<file path="src/rtl/multicycle_control.sv">
// multicycle_control: main sequencing FSM of the multicycle MIPS datapath.
// It steps each instruction through fetch, decode, execute, memory and
// writeback, and drives the datapath enables and mux selects from the
// current state.
// Optional feature macro: MULTICYCLE_CONTROL_ADDI_EN enables addi (opcode
// 001000) through ADDIEX/ADDIWB. When the macro is not defined, that opcode
// is illegal and codes 10/11 are handled as unused codes.
//
// state    | code | meaning
// FETCH    |  0   | read instruction, PC+4; stalls until memReady
// DECODE   |  1   | register read, branch target calc, opcode dispatch
// MEMADR   |  2   | lw/sw effective address
// MEMREAD  |  3   | lw data read; stalls until memReady
// MEMWB    |  4   | lw register writeback
// MEMWRITE |  5   | sw data write; stalls until memReady
// EXECUTE  |  6   | R-type ALU operation
// ALUWB    |  7   | R-type register writeback
// BRANCH   |  8   | beq compare and conditional PC update
// JUMP     |  9   | PC <- jump target
// ADDIEX   | 10   | addi ALU operation (feature build only)
// ADDIWB   | 11   | addi register writeback (feature build only)
module multicycle_control #(
  parameter int STATE_W = 4
) (
  input  logic               clock,
  input  logic               reset,
  input  logic [5:0]         opcode,
  input  logic               memReady,
  output logic               pcWrite,
  output logic               pcWriteCond,
  output logic               irWrite,
  output logic               regWrite,
  output logic               memRead,
  output logic               memWrite,
  output logic               iorD,
  output logic               memToReg,
  output logic               regDst,
  output logic               aluSrcA,
  output logic [1:0]         aluSrcB,
  output logic [1:0]         aluOp,
  output logic [1:0]         pcSource,
  output logic               instrDone,
  output logic               illegalOp,
  output logic [STATE_W-1:0] estado
);

  typedef enum logic [3:0] {
    FETCH    = 4'd0,
    DECODE   = 4'd1,
    MEMADR   = 4'd2,
    MEMREAD  = 4'd3,
    MEMWB    = 4'd4,
    MEMWRITE = 4'd5,
    EXECUTE  = 4'd6,
    ALUWB    = 4'd7,
    BRANCH   = 4'd8,
    JUMP     = 4'd9,
    ADDIEX   = 4'd10,
    ADDIWB   = 4'd11
  } state_t;

  localparam logic [5:0] OP_RTYPE = 6'b000000;
  localparam logic [5:0] OP_LW    = 6'b100011;
  localparam logic [5:0] OP_SW    = 6'b101011;
  localparam logic [5:0] OP_BEQ   = 6'b000100;
  localparam logic [5:0] OP_J     = 6'b000010;
  localparam logic [5:0] OP_ADDI  = 6'b001000;

  state_t state_q;
  state_t state_d;

  assign estado = state_q;

  // State register; reset is synchronous and wins over any pending stall.
  always_ff @(posedge clock) begin
    if (reset) state_q <= FETCH;
    else       state_q <= state_d;
  end

  // Next-state logic and per-state datapath controls.
  always_comb begin
    state_d     = FETCH;
    pcWrite     = 1'b0;
    pcWriteCond = 1'b0;
    irWrite     = 1'b0;
    regWrite    = 1'b0;
    memRead     = 1'b0;
    memWrite    = 1'b0;
    iorD        = 1'b0;
    memToReg    = 1'b0;
    regDst      = 1'b0;
    aluSrcA     = 1'b0;
    aluSrcB     = 2'b00;
    aluOp       = 2'b00;
    pcSource    = 2'b00;
    instrDone   = 1'b0;
    illegalOp   = 1'b0;

    case (state_q)
      FETCH: begin
        memRead = 1'b1;
        aluSrcB = 2'b01;
        irWrite = memReady;
        pcWrite = memReady;
        state_d = memReady ? DECODE : FETCH;
      end
      DECODE: begin
        aluSrcB = 2'b11;
        case (opcode)
          OP_RTYPE:      state_d = EXECUTE;
          OP_LW, OP_SW:  state_d = MEMADR;
          OP_BEQ:        state_d = BRANCH;
          OP_J:          state_d = JUMP;
`ifdef MULTICYCLE_CONTROL_ADDI_EN
          OP_ADDI:       state_d = ADDIEX;
`endif
          default: begin
            state_d   = FETCH;
            illegalOp = 1'b1;
          end
        endcase
      end
      MEMADR: begin
        aluSrcA = 1'b1;
        aluSrcB = 2'b10;
        if (opcode == OP_LW)      state_d = MEMREAD;
        else if (opcode == OP_SW) state_d = MEMWRITE;
        else                      state_d = FETCH;
      end
      MEMREAD: begin
        memRead = 1'b1;
        iorD    = 1'b1;
        state_d = memReady ? MEMWB : MEMREAD;
      end
      MEMWB: begin
        memToReg  = 1'b1;
        regWrite  = 1'b1;
        instrDone = 1'b1;
      end
      MEMWRITE: begin
        memWrite  = 1'b1;
        iorD      = 1'b1;
        instrDone = memReady;
        state_d   = memReady ? FETCH : MEMWRITE;
      end
      EXECUTE: begin
        aluSrcA = 1'b1;
        aluOp   = 2'b01;
        state_d = ALUWB;
      end
      ALUWB: begin
        regDst    = 1'b1;
        regWrite  = 1'b1;
        instrDone = 1'b1;
      end
      BRANCH: begin
        aluSrcA     = 1'b1;
        aluOp       = 2'b10;
        pcWriteCond = 1'b1;
        pcSource    = 2'b01;
        instrDone   = 1'b1;
      end
      JUMP: begin
        pcWrite   = 1'b1;
        pcSource  = 2'b10;
        instrDone = 1'b1;
      end
`ifdef MULTICYCLE_CONTROL_ADDI_EN
      ADDIEX: begin
        aluSrcA = 1'b1;
        aluSrcB = 2'b10;
        state_d = ADDIWB;
      end
      ADDIWB: begin
        regWrite  = 1'b1;
        instrDone = 1'b1;
      end
`endif
      default: state_d = FETCH;
    endcase
  end

endmodule

</file>
<file path="config.mk">
export PLATFORM = sky130hd
export DESIGN_NAME = multicycle_control
export DESIGN_NICKNAME = d
export VERILOG_FILES = /design/src/rtl/multicycle_control.sv
export SDC_FILE = /design/constraint.sdc
export NUM_CORES = 1
export LEC_CHECK = 0
export BUFFER_PORTS_ARGS = -buffer_cell sky130_fd_sc_hd__buf_2
export CORE_AREA = 3 3 40 42
export DETAILED_ROUTE_END_ITERATION = 16
export DIE_AREA = 0 0 43 45
export PLACE_DENSITY = 0.7
export SLEW_MARGIN = 0
export SYNTH_ARGS = -nofsm -noshare
export SYNTH_HDL_FRONTEND = slang
export SYNTH_SLANG_ARGS = --single-unit
</file>
<file path="constraint.sdc">
create_clock -name clock -period 2.04 [get_ports clock]
set_clock_uncertainty 0.05 [all_clocks]
set_input_delay 0.204 -clock clock [delete_from_list [all_inputs] [get_ports clock]]
set_output_delay 0.204 -clock clock [all_outputs]
set_load 0.005 [all_outputs]
</file>
==> impl_metrics.tcl, run 1 <==
set metrics [dict create \
    status "finished, final reports clean" \
    yosys.area.top_type "dfxtp_1" \
    fin_area_um2 618 \
    critPathCapture "pcWrite" \
    yosys.area_share.simple_pct 42.0 \
    largest_reg_flops 4 \
    cp-startpoint "estado[2]" \
    clk_pin_slew_ps 40 \
    arrival_ps 1550 \
    grt_max_degree 14 \
    syn_inst 66 \
    synth_ff_type "dfxtp_1" \
    ant_nets 0 \
    antenna_cells 0 \
    fp.dieArea_um2 1940 \
    clock.fmax_mhz 556 \
    p_int_mw 0.171 \
    total_power_mw 0.229 \
    sw_frac_of_total_pct 25.6 \
    post_cts_buffers 0 \
    finalWirelength_um 1290 \
    yosys_warnings 0 \
    grt_use_total_pct 14.4 \
    start_kind "flop" \
    clkPwrFrac_pct 41.6 \
    clkSinkCount 4 \
    routabilityCongestion 0.817 \
    syn_area_um2 453 \
    muxShareOfSynthArea_pct 2.49 \
    coreArea_um2 1280 \
    synth-edff-count 0 \
    antenna_found_initial 0 \
    timing.rr.end "estado[1]" \
    stdcell_count 108 \
    synth_top_area_share_pct 17.7 \
    pin_count 31 \
    tightest_slew_ps 367 \
    ys_ff_latch 4 \
    synth.avg_cell_area_um2 6.86 \
    path_class "flop to primary output" \
    max-slew-margin-rel_pct 75.5 \
    fp-row-count 13 \
    path_max_fanout 12 \
    drc 0 \
    max_cap_violations 0 \
    timing.final.crit_share_pct 88.2 \
    cp.required_ps 1790 \
    cts-root-buf "clkbuf_4" \
    drv_slew 0 \
    area_growth_syn_to_layout_pct 36.5 \
    netlist_top_cells_area "dfxtp_1 (18%), nor2_1 (9.9%), a21oi_1 (7.7%)" \
    crit_path_end_kind "primary output" \
    wl_per_cell_um 11.9 \
    cts_max_path_buffers 2 \
    place_inst 105 \
    rsz0062_at_grt "false" \
    rr_startpoint "estado[2]" \
    finalCriticalPeriod_ps 1800 \
    cts_made_buffers 3 \
    synth_compound_area_share_pct 22.7 \
    start_util_pct 35.2 \
    top_layer "met3" \
    synth_xor_area_share_pct 3.87 \
    worst_hold_path_type "primary input to flop" \
    synth_top_family_by_area "simple AND/OR/NAND/NOR gates" \
    ys_async_sr_fraction_pct 0 \
    ys_top_cells_by_count "nor2_1 (12), a21oi_1 (7), nor3_1 (5)" \
    tritoncts "done" \
    drt_iter0_drc 9 \
    r2r_setup_slack_ps 690 \
    synth_fa_ha_area_share_pct 0 \
    seq_power_share_pct 35.5 \
    p_comb_share_pct 22.9 \
    clock_latency_ps 230 \
    htreeDepth 1 \
    fillers 140 \
    viasPerCell 5.26 \
    met1Wirelength_um 550 \
    wl_met3_um 140 \
    nets 104 \
    io_buffers 30 \
    synth.most_common_cell "nor2_1" \
    p_leak_nw 0.316 \
    grt_pass1_wl_um 2150 \
    cts_hold_buf 0 \
    die_w_um 43 \
    synth_cell_types 32 \
    ff2ff_path_depth 4 \
    dpl.hpwl_um 1020 \
    num_vias 568 \
    drtPass1Iterations 4 \
    die_h_um 45 \
    tns_ps 0 \
    ys_seq_area_share_pct 17.7 \
    wl_met2_um 596 \
    power.switching_mw 0.0586 \
    first_global_vias 516 \
    p_per_area_nw_per_um2 371 \
    syn_nets 75 \
    fin_util_pct 48.1 \
    overflow 0 \
    setup_viol 0 \
    vdd_drop_max_mv 0.193 \
    hold_violations 0 \
    layout-drive-gt1-share_pct 44.1 \
    post_dp_cell_area_um2 589 \
]
-- power by group through the flow --
stage               Sequential (mW)  Clock (mW)  Combinational, mW
global placement             0.0827           0             0.0514
floorplan                    0.0825           0             0.0263
global route                 0.0815       0.109             0.0581
CTS                          0.0814      0.0995             0.0522
finish                       0.0815      0.0955             0.0525
detailed placement           0.0827           0             0.0520
-- worst min path at each step --
stage	startpoint	to	slack (ps)	depth (start not counted)
5_1_grt	reset	estado[3]	110	2
3_3_place_gp	reset	estado[3]	360	2
4_1_cts	reset	estado[3]	110	2
3_5_place_dp	reset	estado[3]	350	2
6_report	reset	estado[3]	120	2
2_1_floorplan	reset	estado[3]	230	1
-- repair_timing --
| item | CTS | global route |
|---|---|---|
| hold endpoints to repair | 0 | 0 |
| resized for setup | 0 | 1 |
| setup endpoints to repair | 0 | 1 |
-- cell families (layout without fill, tap and decap cells) --
family	Yosys count	count (layout)
and+or+nand+nor	35	35
buffers and inverters	9	36
AOI/OAI and AO/OA	15	15
muxes	1	1
DFF	4	4
xor gates and xnor gates	2	2
-- worst max-delay path, cell delays in order, from the launching register on --
cell and delay [ps]:
dfxtp_1 400, or2_2 390, nor4b_2 300, or2_1 130, buf_2 100
-- through the flow --
step | worst slack, ps | hold slack, ps
floorplan | 475 | 231
global placement | 448 | 357
detailed placement | 390 | 353
CTS | 132 | 113
global route | 94.4 | 109
finish | 240 | 117
-- cells in the final DEF, fill, tap and decap left out --
cell type	n
or4_4	1
nor4b_2	1
o22ai_1	1
nor2_1	12
xor2_1	1
o41ai_2	1
inv_1	1
o21ai_0	2
buf_4	2
or2_2	2
buf_2	30
a21oi_1	7
mux2_2	1
a32oi_1	2
and3b_1	1
dfxtp_1	4
nand3_1	1
o31ai_1	1
nand2b_1	3
or2_1	1
nor4_1	1
nand3b_1	1
xnor2_1	1
nand2_1	3
nor3_1	5
and3_1	1
nor4b_1	1
clkbuf_4	3
a311o_1	1
nand4b_1	1
-- final cells by class --
cell class,instances,area (um2),share of cell area (%)
Multi-Input combinational cell,53,328,53.0
Timing Repair Buffer,32,165,26.7
Sequential cell,4,80.1,13.0
Clock buffer,3,22.5,3.64
Tap cell,15,18.8,3.04
Inverter,1,3.75,0.607
-- metal layers --
metal / vias to the layer above / track usage (%)
li1: 291 / -
met1: 243 / 17.0
met2: 34 / 24.9
met3: 0 / 5.18
met4: 0 / 3.61
met5: - / 0
Power figures use the tool's default switching activity.
==> run 2, diff against run 1 <==
--- a/config.mk
+++ b/config.mk
@@ -6,10 +6,13 @@
 export NUM_CORES = 1
 export LEC_CHECK = 0
 export BUFFER_PORTS_ARGS = -buffer_cell sky130_fd_sc_hd__buf_2
-export CORE_AREA = 3 3 40 42
+export CELL_PAD_IN_SITES_DETAIL_PLACEMENT = 1
+export CELL_PAD_IN_SITES_GLOBAL_PLACEMENT = 1
+export CORE_ASPECT_RATIO = 0.8
+export CORE_MARGIN = 3
+export CORE_UTILIZATION = 27
 export DETAILED_ROUTE_END_ITERATION = 16
-export DIE_AREA = 0 0 43 45
-export PLACE_DENSITY = 0.7
+export PLACE_DENSITY = 0.82
 export SLEW_MARGIN = 0
 export SYNTH_ARGS = -nofsm -noshare
 export SYNTH_HDL_FRONTEND = slang
==> run 2 against run 1 <==
Wire length grew 20%. Clock-buffer cell count is the same. Global-route usage grew 0.50 points.
==> impl_metrics.tcl, run 2 (synthesis results as in run 1) <==
set metrics [dict create \
    area_growth_syn_to_layout_pct 35.1 \
    routabilityCongestion 0.763 \
    clk_pin_slew_ps 40 \
    pin_count 31 \
    worst_hold_path_type "primary input to flop" \
    max-slew-margin-rel_pct 73.8 \
    fp.dieArea_um2 2210 \
    stdcell_count 113 \
    overflow 0 \
    htreeDepth 1 \
    fillers 213 \
    timing.final.crit_share_pct 92.4 \
    antenna_cells 0 \
    timing.final.ws_setup_ps 154 \
    place_inst 110 \
    total_power_mw 0.231 \
    preCtsSetupSlack_ps 399 \
    start_util_pct 30.5 \
    hold_violations 0 \
    cts_hold_buf 0 \
    slowest_delay_ps 420 \
    final_common_cell "buf_2" \
    vdd_drop_max_mv 0.156 \
    first_global_vias 548 \
    fp-row-count 12 \
    cts_max_path_buffers 2 \
    io_buffers 30 \
    cp.required_ps 1790 \
    drv_slew 0 \
    drtPass1Iterations 4 \
    path_class "flop to primary output" \
    dpl.hpwl_um 1210 \
    cts-root-buf "clkbuf_4" \
    ant_nets 0 \
    crit_path_end_kind "primary output" \
    post_cts_resize_count 0 \
    path_max_fanout 12 \
    p_per_area_nw_per_um2 378 \
    max_cap_violations 0 \
    wl_per_cell_um 13.7 \
    grt_pass1_wl_um 2480 \
    post_dp_cell_area_um2 589 \
    final_cell_mix "buf_2 (30), nor2_1 (12), a21oi_1 (7)" \
    largest_reg_flops 4 \
    clock.fmax_mhz 530 \
    finalCriticalPeriod_ps 1890 \
    post_cts_buffers 0 \
    rsz0062_at_grt "false" \
    arrival_ps 1630 \
    die_h_um 42.6 \
    antenna_found_initial 0 \
    coreArea_um2 1490 \
    layout-drive-gt1-share_pct 42.4 \
    status "finished, final reports clean" \
    clkSinkCount 4 \
    finalWirelength_um 1540 \
    grt_max_degree 14 \
    crit_chain "or2_2 > nor4b_1 > or2_1 > buf_2" \
    setup_viol 0 \
    drc 0 \
    tritoncts "done" \
    viasPerCell 5.09 \
    nets 103 \
    drt_iter0_drc 4 \
    clock_latency_ps 230 \
    start_kind "flop" \
    tightest_slew_ps 392 \
    fin_area_um2 612 \
    crit_slowest_cell "dfxtp_1" \
    die_w_um 51.8 \
    grt_use_total_pct 14.9 \
    num_vias 575 \
    tns_ps 0 \
    p_leak_nw 0.309 \
    cts_made_buffers 3 \
]
## run 2: metal layers
metal  track usage (%)  up-vias  routed length, um
met5                 0        -                  0
met4              4.71        0                  5
met3              4.98        2                115
met2              22.8       25                685
met1              19.3      255                737
li1                  -      293                  -
## run 2: critical path: cells and delay by family, from the launching register on
family | cells | cell delay, ps
buf+inv | 1 | 100
simple gates | 3 | 880
flops | 1 | 420
## run 2: area by class of cell
class                   count  area [um2]  area share [%]
well taps                  21        26.3            4.29
flip-flops and latches      4        80.1            13.1
clock buffers               3        22.5            3.68
multi-input cells          53         322            52.6
inverters                   1        3.75           0.613
repair buffers             31         158            25.8
## run 2: worst paths after layout
kind,start,endpoint,slack [ps],depth (start not counted)
worst min-delay path,reset,estado[3],110,2
worst max-delay path,estado[2],pcWrite,150,4
worst max register to register,estado[0],estado[2],470,4
worst min register to register,estado[0],estado[2],640,2
## run 2: metrics by stage
stage | hold WS (ps) | utilization (%)
floorplan | 231 | -
global placement | 351 | 39.6
detailed placement | 356 | 39.6
CTS | 101 | 41.2
global route | 103 | 41.2
finish | 108 | 41.2
## run 2: power by group
group | total [mW] | internal, mW | switching [mW]
registers | 0.0843 | 0.0801 | 0.00420
logic | 0.0480 | 0.0231 | 0.0249
clock network | 0.0989 | 0.0659 | 0.0330
total | 0.231 | 0.169 | 0.0622
==> run 3, diff against run 2 <==
--- a/config.mk
+++ b/config.mk
@@ -6,11 +6,11 @@
 export NUM_CORES = 1
 export LEC_CHECK = 0
 export BUFFER_PORTS_ARGS = -buffer_cell sky130_fd_sc_hd__buf_2
-export CELL_PAD_IN_SITES_DETAIL_PLACEMENT = 1
-export CELL_PAD_IN_SITES_GLOBAL_PLACEMENT = 1
+export CELL_PAD_IN_SITES_DETAIL_PLACEMENT = 0
+export CELL_PAD_IN_SITES_GLOBAL_PLACEMENT = 2
 export CORE_ASPECT_RATIO = 0.8
 export CORE_MARGIN = 3
-export CORE_UTILIZATION = 27
+export CORE_UTILIZATION = 20
 export DETAILED_ROUTE_END_ITERATION = 16
 export PLACE_DENSITY = 0.82
 export SLEW_MARGIN = 0
==> constraint.sdc (replaced) <==
create_clock -name clock -period 2.3 [get_ports clock]
set_clock_uncertainty 0.05 [all_clocks]
set_input_delay 0.23 -clock clock [delete_from_list [all_inputs] [get_ports clock]]
set_output_delay 0.23 -clock clock [all_outputs]
set_load 0.005 [all_outputs]
==> run 3 against run 2 <==
Critical path depth unchanged. Utilization decreased by 11 points. Critical endpoint is now instrDone. Register-to-register slack improved by 180 ps. First-iteration DRC count increased to 5.5 times the previous value. Clock power decreased by 11%. Sequential power decreased by 11%. Largest power group unchanged. Sequential share of layout area increased by 0.081 points. Clock-buffer cell count unchanged. Total power decreased by 12%. Flip-flop and latch count unchanged. Cell count increased by 1.8%.
==> impl_metrics.tcl, run 3 (synthesis results as in run 1) <==
set metrics [dict create \
    pin_count 31 \
    drtPass1Iterations 4 \
    drv_slew 0 \
    ant_nets 0 \
    die_h_um 48.6 \
    tns_ps 0 \
    arrival_ps 1690 \
    crit_chain "nand2b_1 > o21ai_0 > o22ai_1 > buf_2" \
    overflow 0 \
    routabilityCongestion 0.745 \
    grt_max_degree 17 \
    timing.rr.end "estado[1]" \
    wl_per_cell_um 12.0 \
    crit_slowest_cell "dfxtp_1" \
    post_dp_cell_area_um2 586 \
    clock.fmax_mhz 506 \
    fin_area_um2 608 \
    fillers 224 \
    final_common_cell "buf_2" \
    fp.dieArea_um2 2880 \
    first_global_vias 531 \
    antenna_cells 0 \
    min_to "estado[3]" \
    drt_iter0_drc 22 \
    hold_ws_ps 135 \
    vdd_drop_max_mv 0.122 \
    layout-drive-gt1-share_pct 41.8 \
    crit_path_end_kind "primary output" \
    slowest_delay_ps 650 \
    num_vias 581 \
    area_growth_syn_to_layout_pct 34.3 \
    tritoncts "done" \
    post_cts_resize_count 0 \
    fp-row-count 14 \
    timing.final.crit_share_pct 85.9 \
    finalCriticalPeriod_ps 1970 \
    clkSinkCount 4 \
    coreArea_um2 2010 \
    worstHoldStart "reset" \
    finalWirelength_um 1380 \
    cp_top_family "flip-flops" \
    fin_util_pct 30.2 \
    post_cts_buffers 0 \
    final_cell_mix "buf_2 (30), nor2_1 (12), a21oi_1 (7)" \
    worst_hold_path_type "primary input to flop" \
    setup_viol 0 \
    tightest_slew_ps 538 \
    largest_reg_flops 4 \
    hold_violations 0 \
    p_per_area_nw_per_um2 336 \
    status "finished, final reports clean" \
    rsz0062_at_grt "false" \
    dpl.hpwl_um 1050 \
    viasPerCell 5.05 \
    path_max_fanout 16 \
    die_w_um 59.2 \
    max-slew-margin-rel_pct 64.1 \
    worstPathBufferInverterCount 1 \
    htreeDepth 1 \
    start_kind "flop" \
    grt_use_total_pct 10.6 \
    cts_max_path_buffers 2 \
    cp.required_ps 2020 \
    p_leak_nw 0.303 \
    r2r_setup_slack_ps 650 \
    cts_made_buffers 3 \
    io_buffers 30 \
    cts_hold_buf 0 \
    drc 0 \
    path_class "flop to primary output" \
    max_cap_violations 0 \
    nets 102 \
    start_util_pct 22.5 \
    antenna_found_initial 0 \
    clock_latency_ps 240 \
    clk_pin_slew_ps 40 \
    hold_depth 2 \
    cts-root-buf "clkbuf_4" \
    ff2ff_path_depth 3 \
    grt_pass1_wl_um 2390 \
    rr_startpoint "estado[1]" \
]
-- run 3: routing by layer --
layer | track usage [%] | vias up | routed length, um
met5 | 0 | - | 0
met4 | 6.79 | 0 | 29
met3 | 2.66 | 4 | 88
met2 | 15.8 | 24 | 591
met1 | 13.3 | 264 | 673
li1 | - | 289 | -
-- run 3: through the flow --
step	instances	total power, mW	worst slack, ps
after CTS	115	0.209	340
after detailed placement	112	0.118	599
after floorplan	66	0.0964	709
after global placement	112	0.118	606
after global routing	115	0.225	166
final	115	0.204	325
-- run 3: cell type report --
type | count | area [um2] | share of cell area [%]
timing repair buffer | 30 | 150 | 24.7
sequential | 4 | 80.1 | 13.2
multi-input combinational | 53 | 322 | 52.9
clock buffer | 3 | 22.5 | 3.70
inverter | 1 | 3.75 | 0.617
tap | 24 | 30.0 | 4.94
-- run 3: worst max-delay path by stage --
| stage | startpoint | to | slack (ps) | cells after the start |
|---|---|---|---|---|
| after CTS | estado[1] | instrDone | 340 | 4 |
| after detailed placement | estado[1] | instrDone | 600 | 4 |
| after floorplan | estado[3] | pcWrite | 710 | 4 |
| final | estado[1] | instrDone | 330 | 4 |
| after global placement | estado[1] | instrDone | 610 | 4 |
| after global routing | estado[1] | instrDone | 170 | 4 |
-- run 3: power breakdown --
part | leakage [nW] | switching, mW | internal, mW
Clock | 0.0138 | 0.0294 | 0.0584
Sequential | 0.0325 | 0.00401 | 0.0711
Combinational | 0.257 | 0.0212 | 0.0203
